<file path="src/rtl/program_memory_loader.sv">
// rtl/program_memory_loader.sv - byte-stream program image loader feeding Program_Memory
//
// Receives a program image as a valid/ready byte stream and writes it into
// program memory as little-endian 32-bit words, holding the core in reset
// until the whole image has been written.
//
// Stream: LEN_LO, LEN_HI (16-bit word count N), then 4*N data bytes
// [, checksum byte when LOADER_CHECKSUM_EN is defined].
//
// Optional feature macro: LOADER_CHECKSUM_EN
//   defined   - one trailing byte must equal the XOR of all data bytes,
//               otherwise the load ends in ERROR.
//   undefined - DONE follows the last word write directly.
//
// Ports:
//   clk            in   system clock, rising edge
//   reset          in   asynchronous active-low reset
//   start_i        in   begin a load (honoured in IDLE, DONE, ERROR)
//   byte_valid_i   in   byte_data_i holds a valid byte
//   byte_data_i    in   stream byte
//   byte_ready_o   out  loader accepts a byte this cycle
//   mem_write_o    out  program memory write strobe, one cycle per word
//   mem_addr_o     out  byte address of the word written
//   mem_data_o     out  word written
//   core_reset_n_o out  active-low core reset, high only in DONE
//   busy_o         out  load in progress
//   done_o         out  image loaded, core released
//   error_o        out  load aborted

module program_memory_loader #(
    parameter int          PROGRAM_MEMORY_DEPTH = 64,
    parameter logic [31:0] BASE_ADDR            = 32'h0040_0000
) (
    input  logic        clk,
    input  logic        reset,
    input  logic        start_i,
    input  logic        byte_valid_i,
    input  logic [7:0]  byte_data_i,
    output logic        byte_ready_o,
    output logic        mem_write_o,
    output logic [31:0] mem_addr_o,
    output logic [31:0] mem_data_o,
    output logic        core_reset_n_o,
    output logic        busy_o,
    output logic        done_o,
    output logic        error_o
);

    // One extra bit so that idx can reach DEPTH itself when N == DEPTH.
    localparam int IDX_W = $clog2(PROGRAM_MEMORY_DEPTH) + 1;

    typedef enum logic [2:0] {
        S_IDLE,
        S_LEN_LO,
        S_LEN_HI,
        S_DATA,
        S_WRITE,
`ifdef LOADER_CHECKSUM_EN
        S_CHECK,
`endif
        S_DONE,
        S_ERROR
    } state_e;

    // Where the FSM goes once the image body is complete.
`ifdef LOADER_CHECKSUM_EN
    localparam state_e S_AFTER_IMAGE = S_CHECK;
`else
    localparam state_e S_AFTER_IMAGE = S_DONE;
`endif

    state_e           state_q, state_d;
    logic [15:0]      len_q, len_d;
    logic [IDX_W-1:0] idx_q, idx_d;
    logic [1:0]       cnt_q, cnt_d;
    logic [23:0]      word_q, word_d;
    logic [31:0]      addr_q, addr_d;
    logic [31:0]      data_q, data_d;
`ifdef LOADER_CHECKSUM_EN
    logic [7:0]       csum_q, csum_d;
`endif

    logic             xfer;
    logic [15:0]      len_full;
    logic [IDX_W-1:0] idx_inc;

    assign byte_ready_o = (state_q == S_LEN_LO) || (state_q == S_LEN_HI) ||
`ifdef LOADER_CHECKSUM_EN
                          (state_q == S_CHECK) ||
`endif
                          (state_q == S_DATA);
    assign mem_write_o    = (state_q == S_WRITE);
    assign mem_addr_o     = addr_q;
    assign mem_data_o     = data_q;
    assign core_reset_n_o = (state_q == S_DONE);
    assign done_o         = (state_q == S_DONE);
    assign error_o        = (state_q == S_ERROR);
    assign busy_o         = (state_q != S_IDLE) && (state_q != S_DONE) &&
                            (state_q != S_ERROR);

    assign xfer     = byte_valid_i && byte_ready_o;
    assign len_full = {byte_data_i, len_q[7:0]};
    assign idx_inc  = idx_q + 1'b1;

    always_comb begin
        state_d = state_q;
        len_d   = len_q;
        idx_d   = idx_q;
        cnt_d   = cnt_q;
        word_d  = word_q;
        addr_d  = addr_q;
        data_d  = data_q;
`ifdef LOADER_CHECKSUM_EN
        csum_d  = csum_q;
`endif
        case (state_q)
            S_IDLE, S_DONE, S_ERROR: begin
                if (start_i) begin
                    state_d = S_LEN_LO;
                    idx_d   = '0;
                    cnt_d   = '0;
`ifdef LOADER_CHECKSUM_EN
                    csum_d  = 8'h00;
`endif
                end
            end
            S_LEN_LO: begin
                if (xfer) begin
                    len_d   = {8'h00, byte_data_i};
                    state_d = S_LEN_HI;
                end
            end
            S_LEN_HI: begin
                if (xfer) begin
                    len_d = len_full;
                    if (len_full == 16'd0) begin
                        state_d = S_AFTER_IMAGE;
                    end else if ({16'd0, len_full} > 32'(PROGRAM_MEMORY_DEPTH)) begin
                        state_d = S_ERROR;
                    end else begin
                        state_d = S_DATA;
                    end
                end
            end
            S_DATA: begin
                if (xfer) begin
`ifdef LOADER_CHECKSUM_EN
                    csum_d = csum_q ^ byte_data_i;
`endif
                    cnt_d = cnt_q + 2'd1;
                    if (cnt_q == 2'd3) begin
                        // Latch the write address/data now so they are stable
                        // during WRITE and hold afterwards.
                        addr_d  = BASE_ADDR + {{(30 - IDX_W){1'b0}}, idx_q, 2'b00};
                        data_d  = {byte_data_i, word_q};
                        state_d = S_WRITE;
                    end else begin
                        // Shift in from the top so the first byte ends in [7:0].
                        word_d = {byte_data_i, word_q[23:8]};
                    end
                end
            end
            S_WRITE: begin
                idx_d = idx_inc;
                if (16'(idx_inc) == len_q) begin
                    state_d = S_AFTER_IMAGE;
                end else begin
                    state_d = S_DATA;
                end
            end
`ifdef LOADER_CHECKSUM_EN
            S_CHECK: begin
                if (xfer) begin
                    state_d = (byte_data_i == csum_q) ? S_DONE : S_ERROR;
                end
            end
`endif
            default: state_d = S_IDLE;
        endcase
    end

    always_ff @(posedge clk or negedge reset) begin
        if (!reset) begin
            state_q <= S_IDLE;
            len_q   <= '0;
            idx_q   <= '0;
            cnt_q   <= '0;
            word_q  <= '0;
            addr_q  <= '0;
            data_q  <= '0;
`ifdef LOADER_CHECKSUM_EN
            csum_q  <= '0;
`endif
        end else begin
            state_q <= state_d;
            len_q   <= len_d;
            idx_q   <= idx_d;
            cnt_q   <= cnt_d;
            word_q  <= word_d;
            addr_q  <= addr_d;
            data_q  <= data_d;
`ifdef LOADER_CHECKSUM_EN
            csum_q  <= csum_d;
`endif
        end
    end

endmodule

</file>
<file path="config.mk">
export PLATFORM = sky130hd
export DESIGN_NAME = program_memory_loader
export DESIGN_NICKNAME = d
export VERILOG_FILES = /design/src/rtl/program_memory_loader.sv
export SDC_FILE = /design/constraint.sdc
export NUM_CORES = 1
export LEC_CHECK = 0
export CAP_MARGIN = 20
export CORE_UTILIZATION = 36
export CTS_CLUSTER_DIAMETER = 120
export DETAILED_ROUTE_END_ITERATION = 10
export PLACE_DENSITY_LB_ADDON = 0.3
export SYNTH_ARGS = -nofsm -noshare
export SYNTH_HDL_FRONTEND = slang
export SYNTH_SLANG_ARGS = --single-unit
export TNS_END_PERCENT = 30
</file>
<file path="constraint.sdc">
create_clock -name clk -period 2.99 [get_ports clk]
set_input_delay 0.897 -clock clk [delete_from_list [all_inputs] [get_ports clk]]
set_output_delay 0.897 -clock clk [all_outputs]
set_load 0.01 [all_outputs]
</file>
==> metrics.md, run 1 <==
| Metric | Value |
|---|---|
| Worst clock skew | 0.00641 ns |
| Most frequent cell after synthesis | dfrtp_1 |
| Area growth from synthesis to layout | 21.8% |
| Post-CTS Setup Inserts | 0 |
| WL/cell | 15.7 um |
| Gr ovfl total | 0 |
| Async set-reset flop share out of synthesis | 1.00 |
| IO Pins | 82 |
| Yosys top cell area share | 0.531 |
| Post-route setup slack | 0.186 ns |
| CP Class | reg2out |
| DR vias | 2923 |
| Worst-Margin Slew | 0.736 ns |
| Setup slack at placement | 0.203 ns |
| Dpl cells | 548 |
| Status | finished, violations left |
| Flop2flop setup slack | 0.64 ns |
| Worst Hold Depth | 1 |
| Max-slew violation count | 0 |
| Placed wire-length estimate | 6180 um |
| Crit path time final | 2.80 ns |
| Period Utilization, post-route | 0.938 |
| DRT Wirelength | 8860 um |
| Area leader, netlist | dfrtp_1 |
| MaxCap Viol Count | 0 |
| # rows | 39 |
| Core Util, Final | 0.457 |
| Worst hold endpoint | mem_addr_o[22]$_DFFE_PN0P_ |
| First-pass GRT wire length | 15000 um |
| CTS tree | built |
| Power Dens Cells | 855 nW/um^2 |
| Sink Count | 92 |
| Drc violations | 12 |
| Max VDD drop | 0.350 mV |
| # nets final | 430 |
| Share of cells above drive strength 1 | 0.262 |
| Total Routing Usage GR | 0.152 |
| # diodes | 0 |
| Synth warn | 0 |
| CP arrival | 1.91 ns |
| Worst Hold Launch | mem_addr_o[22]$_DFFE_PN0P_ |
| Root Buffer | clkbuf_16 |
| Largest net degree at the start of global routing | 58 |
| Initial DRT Pass Iterations | 9 |
| Initial antenna violation count | 0 |
| Crit Reg-Reg Endpoint | word_q[7]$_DFFE_PN0P_ |
| CTS Buffer Depth | 2 |
| Die Wd | 112 um |
| Post-cts resize count | 0 |
| Slew headroom | 0.507 |
| Number of flops mapped to enable cells by yosys | 0 |
| Dominant synthesized flop cell | dfrtp_1 |
| Worst Hold Slack | 0.467 ns |
| #FFs+latches synth | 92 |
| Hold Path Class | reg2reg |
| TNS Setup | 0 ns |
| Fill count | 1067 |
| R2R cell count | 6 |
| Commonest cells post-synth | dfrtp_1 (92), mux2_2 (70), buf_4 (29) |
| Clock latency on the worst-skew pair | 0.34 ns |
| CTS H-tree depth | 3 |
| Input/output buffers | 57 |
| Leakage power | 2.37 nW |
| Vias in the first global route | 2911 |
| Clock-pin transition on the worst setup and hold timing paths | 0.07 ns |
| Unrepaired setup endpoints after global routing | no |
| Final-report setup violation count | 0 |
| Syn avg cell area | 12.2 um^2 |
| Drt first-iter violations | 166 |
| Fmax | 0.357 GHz |
| Final hold viol count | 0 |
| Total CTS buffers | 9 |
| Antenna Nets Post-Route | 0 |
| CTS Hold Buffers Added | 0 |
| Placer Congestion | 0.820 |
| Crit-path max FO | 8 |
| Synth Instances | 356 |
| Initial Utilization | 0.375 |
| CP endpoint kind | output port |
| Sequential area share after synthesis | 0.531 |
| Area of the mapped netlist | 4340 um^2 |
| Core ar. | 11600 um^2 |
| Die area | 12500 um^2 |
| Area contributors post-synth | dfrtp_1 (53%), mux2_2 (18%), buf_4 (5.0%), a22o_1 (3.2%), nand2_1 (1.7%) |
| Die H | 112 um |
| Via density | 5.19 |
| Final std cells w/o fill | 563 |
| Failing checks | DRC |
| CP Data Required Time | 2.09 ns |
| Startpoint Class | flip-flop |
| Post-synthesis cell type count | 46 |
| Crit Reg-Reg Startpoint | state_q[1]$_DFFE_PN0P_ |
## area by class of cell
cell class / count / area (um^2) / share of cell area
clock buffer: 10 / 239 / 0.0452
clock inverter: 5 / 36.3 / 0.00687
inverter: 5 / 18.8 / 0.00355
multi-input combinational: 237 / 1810 / 0.342
sequential: 92 / 2300 / 0.436
tap: 143 / 179 / 0.0339
timing repair buffer: 71 / 698 / 0.132
## cell families after synthesis
| kind of cell | synth area share |
|---|---|
| AOI/OAI and AO/OA | 0.104 |
| muxes | 0.189 |
| and+or+nand+nor | 0.0782 |
| adders and majority gates | 0.00577 |
| other | 0.000865 |
| DFF | 0.531 |
| buffers and inverters | 0.0727 |
| xor gates and xnor gates | 0.0182 |
## sequential cells by signal, indices dropped and copies added, names as in the netlist
signal and cells:
mem_data_o 32, word_q 24, len_q 16, mem_addr_o 8, idx_q 7, state_q 3
cnt_q 2
## cells in the final DEF (no fill, tap or decap), types with 10 or more instances in the layout
| master | n |
|---|---|
| o21ai_0 | 13 |
| conb_1 | 24 |
| a21oi_1 | 14 |
| dfrtp_1 | 92 |
| nor2_1 | 10 |
| a22o_1 | 16 |
| nand2_1 | 19 |
| mux2_2 | 70 |
| buf_4 | 13 |
| clkdlybuf4s50_1 | 56 |
## worst max-delay path, stage by stage (launching register included)
cell	delay, ns
dfrtp_1	0.48
nor2b_1	0.25
nand2_1	0.14
inv_1	0.15
clkdlybuf4s50_1	0.56
## metrics by stage
step / power, mW / area [um^2]
floorplan: 2.95 / 4420
global placement: 3.43 / 5010
detailed placement: 3.50 / 5010
CTS: 4.56 / 5280
global route: 4.81 / 5280
finish: 4.51 / 5280
## metal layers
layer	global-route usage	vias to the layer above	share of wire
li1	-	1359	-
met1	0.206	1455	0.46
met2	0.239	99	0.47
met3	0.0321	10	0.053
met4	0.0577	0	0.014
met5	0	-	0
## how the worst max path moves through the flow
stage	start	to	slack, ns
after floorplan	byte_valid_i	word_q[16]$_DFFE_PN0P_	0.93
after global placement	byte_valid_i	word_q[7]$_DFFE_PN0P_	0.25
after detailed placement	byte_valid_i	word_q[7]$_DFFE_PN0P_	0.20
after CTS	state_q[2]$_DFFE_PN0P_	mem_write_o	0.17
after global routing	state_q[2]$_DFFE_PN0P_	mem_write_o	0.05
final	state_q[2]$_DFFE_PN0P_	mem_write_o	0.19
## where the power goes
group	total, mW	internal [mW]	switching, mW
logic	1.49	0.829	0.663
registers	1.97	1.64	0.338
clock network	1.05	0.585	0.462
total	4.51	3.05	1.46
Note: power is estimated with default switching activity, not from simulation.
==> run 2: changes to the inputs <==
--- a/config.mk
+++ b/config.mk
@@ -10,6 +10,8 @@
 export CTS_CLUSTER_DIAMETER = 120
 export DETAILED_ROUTE_END_ITERATION = 10
 export PLACE_DENSITY_LB_ADDON = 0.3
+export RECOVER_POWER = 25
+export SLEW_MARGIN = 30
 export SYNTH_ARGS = -nofsm -noshare
 export SYNTH_HDL_FRONTEND = slang
 export SYNTH_SLANG_ARGS = --single-unit
==> run 2 against run 1 <==
Against the previous run: final cell count did not move; count of clock-buffer cells in the layout did not move; register-to-register slack barely moved; clock skew rose by 0.0030 ns; critical endpoint unchanged; largest power group unchanged; the run ends with DRC, capacitance limit, slew limit left; sequential share of layout area rose by 0.10 points; highest routed layer unchanged; clock power barely moved; global-route usage did not move; non-clock buffer count did not move; combinational power barely moved; maximum frequency fell by 0.38%; wire length rose by 0.36%.
==> metrics.md, run 2 (synthesized netlist as in run 1, its figures left out) <==
| Metric | Value |
|---|---|
| First-pass GRT wire length | 15000 um (unchanged) |
| Vias in the first global route | 2911 (unchanged) |
| Die H | 112 um (unchanged) |
| Leakage power | 2.37 nW (about the same) |
| Die Wd | 112 um (unchanged) |
| CP peak stage delay | 0.56 ns (about the same) |
| Max VDD drop | 0.353 mV (was 0.350 mV) |
| Total CTS buffers | 9 (unchanged) |
| Max-slew violation count | 37 (was 0) |
| Antenna Nets Post-Route | 0 (unchanged) |
| Switch share | 0.325 (was 0.324) |
| Area growth from synthesis to layout | 21.6% (was 21.8%) |
| WL/cell | 15.8 um (was 15.7 um) |
| Drc violations | 12 (unchanged) |
| Placed wire-length estimate | 6180 um (unchanged) |
| Core ar. | 11600 um^2 (unchanged) |
| Internal power | 3.05 mW (about the same) |
| Initial Utilization | 0.375 (unchanged) |
| Final-report setup violation count | 0 (unchanged) |
| Post-CTS Setup Inserts | 0 (unchanged) |
| IO Pins | 82 (unchanged) |
| Placer Congestion | 0.820 (unchanged) |
| Flop pwr share | 0.437 (about the same) |
| Hold Path Class | reg2reg (unchanged) |
| # diodes | 0 (unchanged) |
| Total Routing Usage GR | 0.152 (unchanged) |
| Status | finished, violations left (unchanged) |
| Worst path top cell family by delay | buffers and inverters (unchanged) |
| Share of cells above drive strength 1 | 0.260 (was 0.262) |
| Critical path cell sequence | nor2b_1, nand2_1, inv_1, clkdlybuf4s50_1 (unchanged) |
| Slew headroom | -0.351 (was 0.507) |
| Sink Count | 92 (unchanged) |
| Die area | 12500 um^2 (unchanged) |
| Fmax | 0.355 GHz (was 0.357 GHz) |
| Drt first-iter violations | 164 (was 166) |
| # nets final | 430 (unchanged) |
| CP Class | reg2out (unchanged) |
| CTS Hold Buffers Added | 0 (unchanged) |
| Input/output buffers | 57 (unchanged) |
| TNS Setup | 0 ns (unchanged) |
| DRT Wirelength | 8900 um (was 8860 um) |
| Final std cells w/o fill | 563 (unchanged) |
| Gr ovfl total | 0 (unchanged) |
| MaxCap Viol Count | 1 (was 0) |
| CP endpoint kind | output port (unchanged) |
| Unrepaired setup endpoints after global routing | no (unchanged) |
| Initial DRT Pass Iterations | 9 (unchanged) |
| Flop2flop setup slack | 0.64 ns (about the same) |
| Crit-path max FO | 8 (unchanged) |
| CP Data Required Time | 2.09 ns (about the same) |
| Clock-pin transition on the worst setup and hold timing paths | 0.07 ns (about the same) |
| Failing checks | DRC, capacitance limit, slew limit (was DRC) |
| Initial antenna violation count | 0 (unchanged) |
| Startpoint Class | flip-flop (unchanged) |
| Switching power | 1.47 mW (was 1.46 mW) |
| Worst clock skew | 0.00940 ns (was 0.00641 ns) |
| Final hold viol count | 0 (unchanged) |
| Dpl cells | 548 (unchanged) |
| Clk pwr share | 0.233 (was 0.232) |
| Clock latency on the worst-skew pair | 0.34 ns (about the same) |
| CTS Buffer Depth | 2 (unchanged) |
| Largest net degree at the start of global routing | 58 (unchanged) |
| Post-cts resize count | 0 (unchanged) |
| Max FFs per register | 32 (unchanged) |
| CTS H-tree depth | 3 (unchanged) |
| Most common cell after layout, fill and taps aside | dfrtp_1 (unchanged) |
| Via density | 5.21 (was 5.19) |
| Root Buffer | clkbuf_16 (unchanged) |
| Crit path max-delay cell type | clkdlybuf4s50_1 (unchanged) |
| Worst-Margin Slew | 2.03 ns (was 0.736 ns) |
| Crit path time final | 2.81 ns (was 2.80 ns) |
| Comb pwr share | 0.330 (was 0.331) |
| CTS tree | built (unchanged) |
| CP arrival | 1.92 ns (was 1.91 ns) |
| Buf+Inv Stages, Crit Path | 2 (unchanged) |
| Power Dens Cells | 857 nW/um^2 (was 855 nW/um^2) |
| Most frequent cells in the layout | dfrtp_1 (92), mux2_2 (70), clkdlybuf4s50_1 (56), conb_1 (24), nand2_1 (19) (unchanged) |
| DR vias | 2935 (was 2923) |
| Period Utilization, post-route | 0.941 (was 0.938) |
| # rows | 39 (unchanged) |
[run 2: cell count changes in the layout (fill, tap and decap cells not counted), sizes merged]
cell,previous run,this run
clkbuf,10,11
buf,15,14
[run 2: power groups by stage]
stage               sequential, mW  clock (mW)  combinational, mW
floorplan                     1.90           0               1.05
global placement              1.98           0               1.45
detailed placement            2.00           0               1.50
CTS                           1.98        1.07               1.51
global route                  2.04        1.14               1.64
finish                        1.97        1.05               1.49
[run 2: worst register-to-register path: stages (launching register included)]
cell and delay [ns]:
dfrtp_1 0.50, buf_4 0.30, nor2b_1 0.28, nor2b_1 0.31, nor2b_2 0.28, buf_12 0.20
mux2_2 0.37
[run 2: worst paths after layout]
path	from	endpoint	cells past startpoint
max in group asynchronous	reset	word_q[16]$_DFFE_PN0P_	2
hold / removal	mem_addr_o[22]$_DFFE_PN0P_	mem_addr_o[22]$_DFFE_PN0P_	1
hold reg to reg	mem_addr_o[22]$_DFFE_PN0P_	mem_addr_o[22]$_DFFE_PN0P_	1
setup reg to reg	state_q[1]$_DFFE_PN0P_	word_q[7]$_DFFE_PN0P_	6
setup / recovery	state_q[2]$_DFFE_PN0P_	mem_write_o	4
min in group asynchronous	reset	cnt_q[0]$_DFFE_PN0P_	1
[run 2: layout make-up]
class	instances	area, um^2
fill	1069	6290
sequential	92	2300
multi-input combinational	237	1810
timing repair buffer	71	686
clock buffer	10	239
tap	143	179
clock inverter	5	36.3
inverter	5	18.8
[run 2: through the flow]
step	hold WS [ns]	area (um^2)	setup WS (ns)	utilization	power [mW]
6_report	0.467	5270	0.175	0.456	4.52
3_5_place_dp	0.454	5010	0.203	0.433	3.50
4_1_cts	0.474	5280	0.174	0.457	4.56
3_3_place_gp	0.455	5010	0.253	0.433	3.43
5_1_grt	0.503	5270	0.0465	0.456	4.81
2_1_floorplan	0.477	4420	0.926	-	2.95
[run 2: per-layer routing]
metal / wire, um / global-route usage / part of all wire / vias up
met4: 141 / 0.0577 / 0.016 / 0
met1: 4130 / 0.206 / 0.46 / 1467
met5: 0 / 0 / 0 / -
met3: 448 / 0.0321 / 0.050 / 11
li1: - / - / - / 1360
met2: 4180 / 0.239 / 0.47 / 97
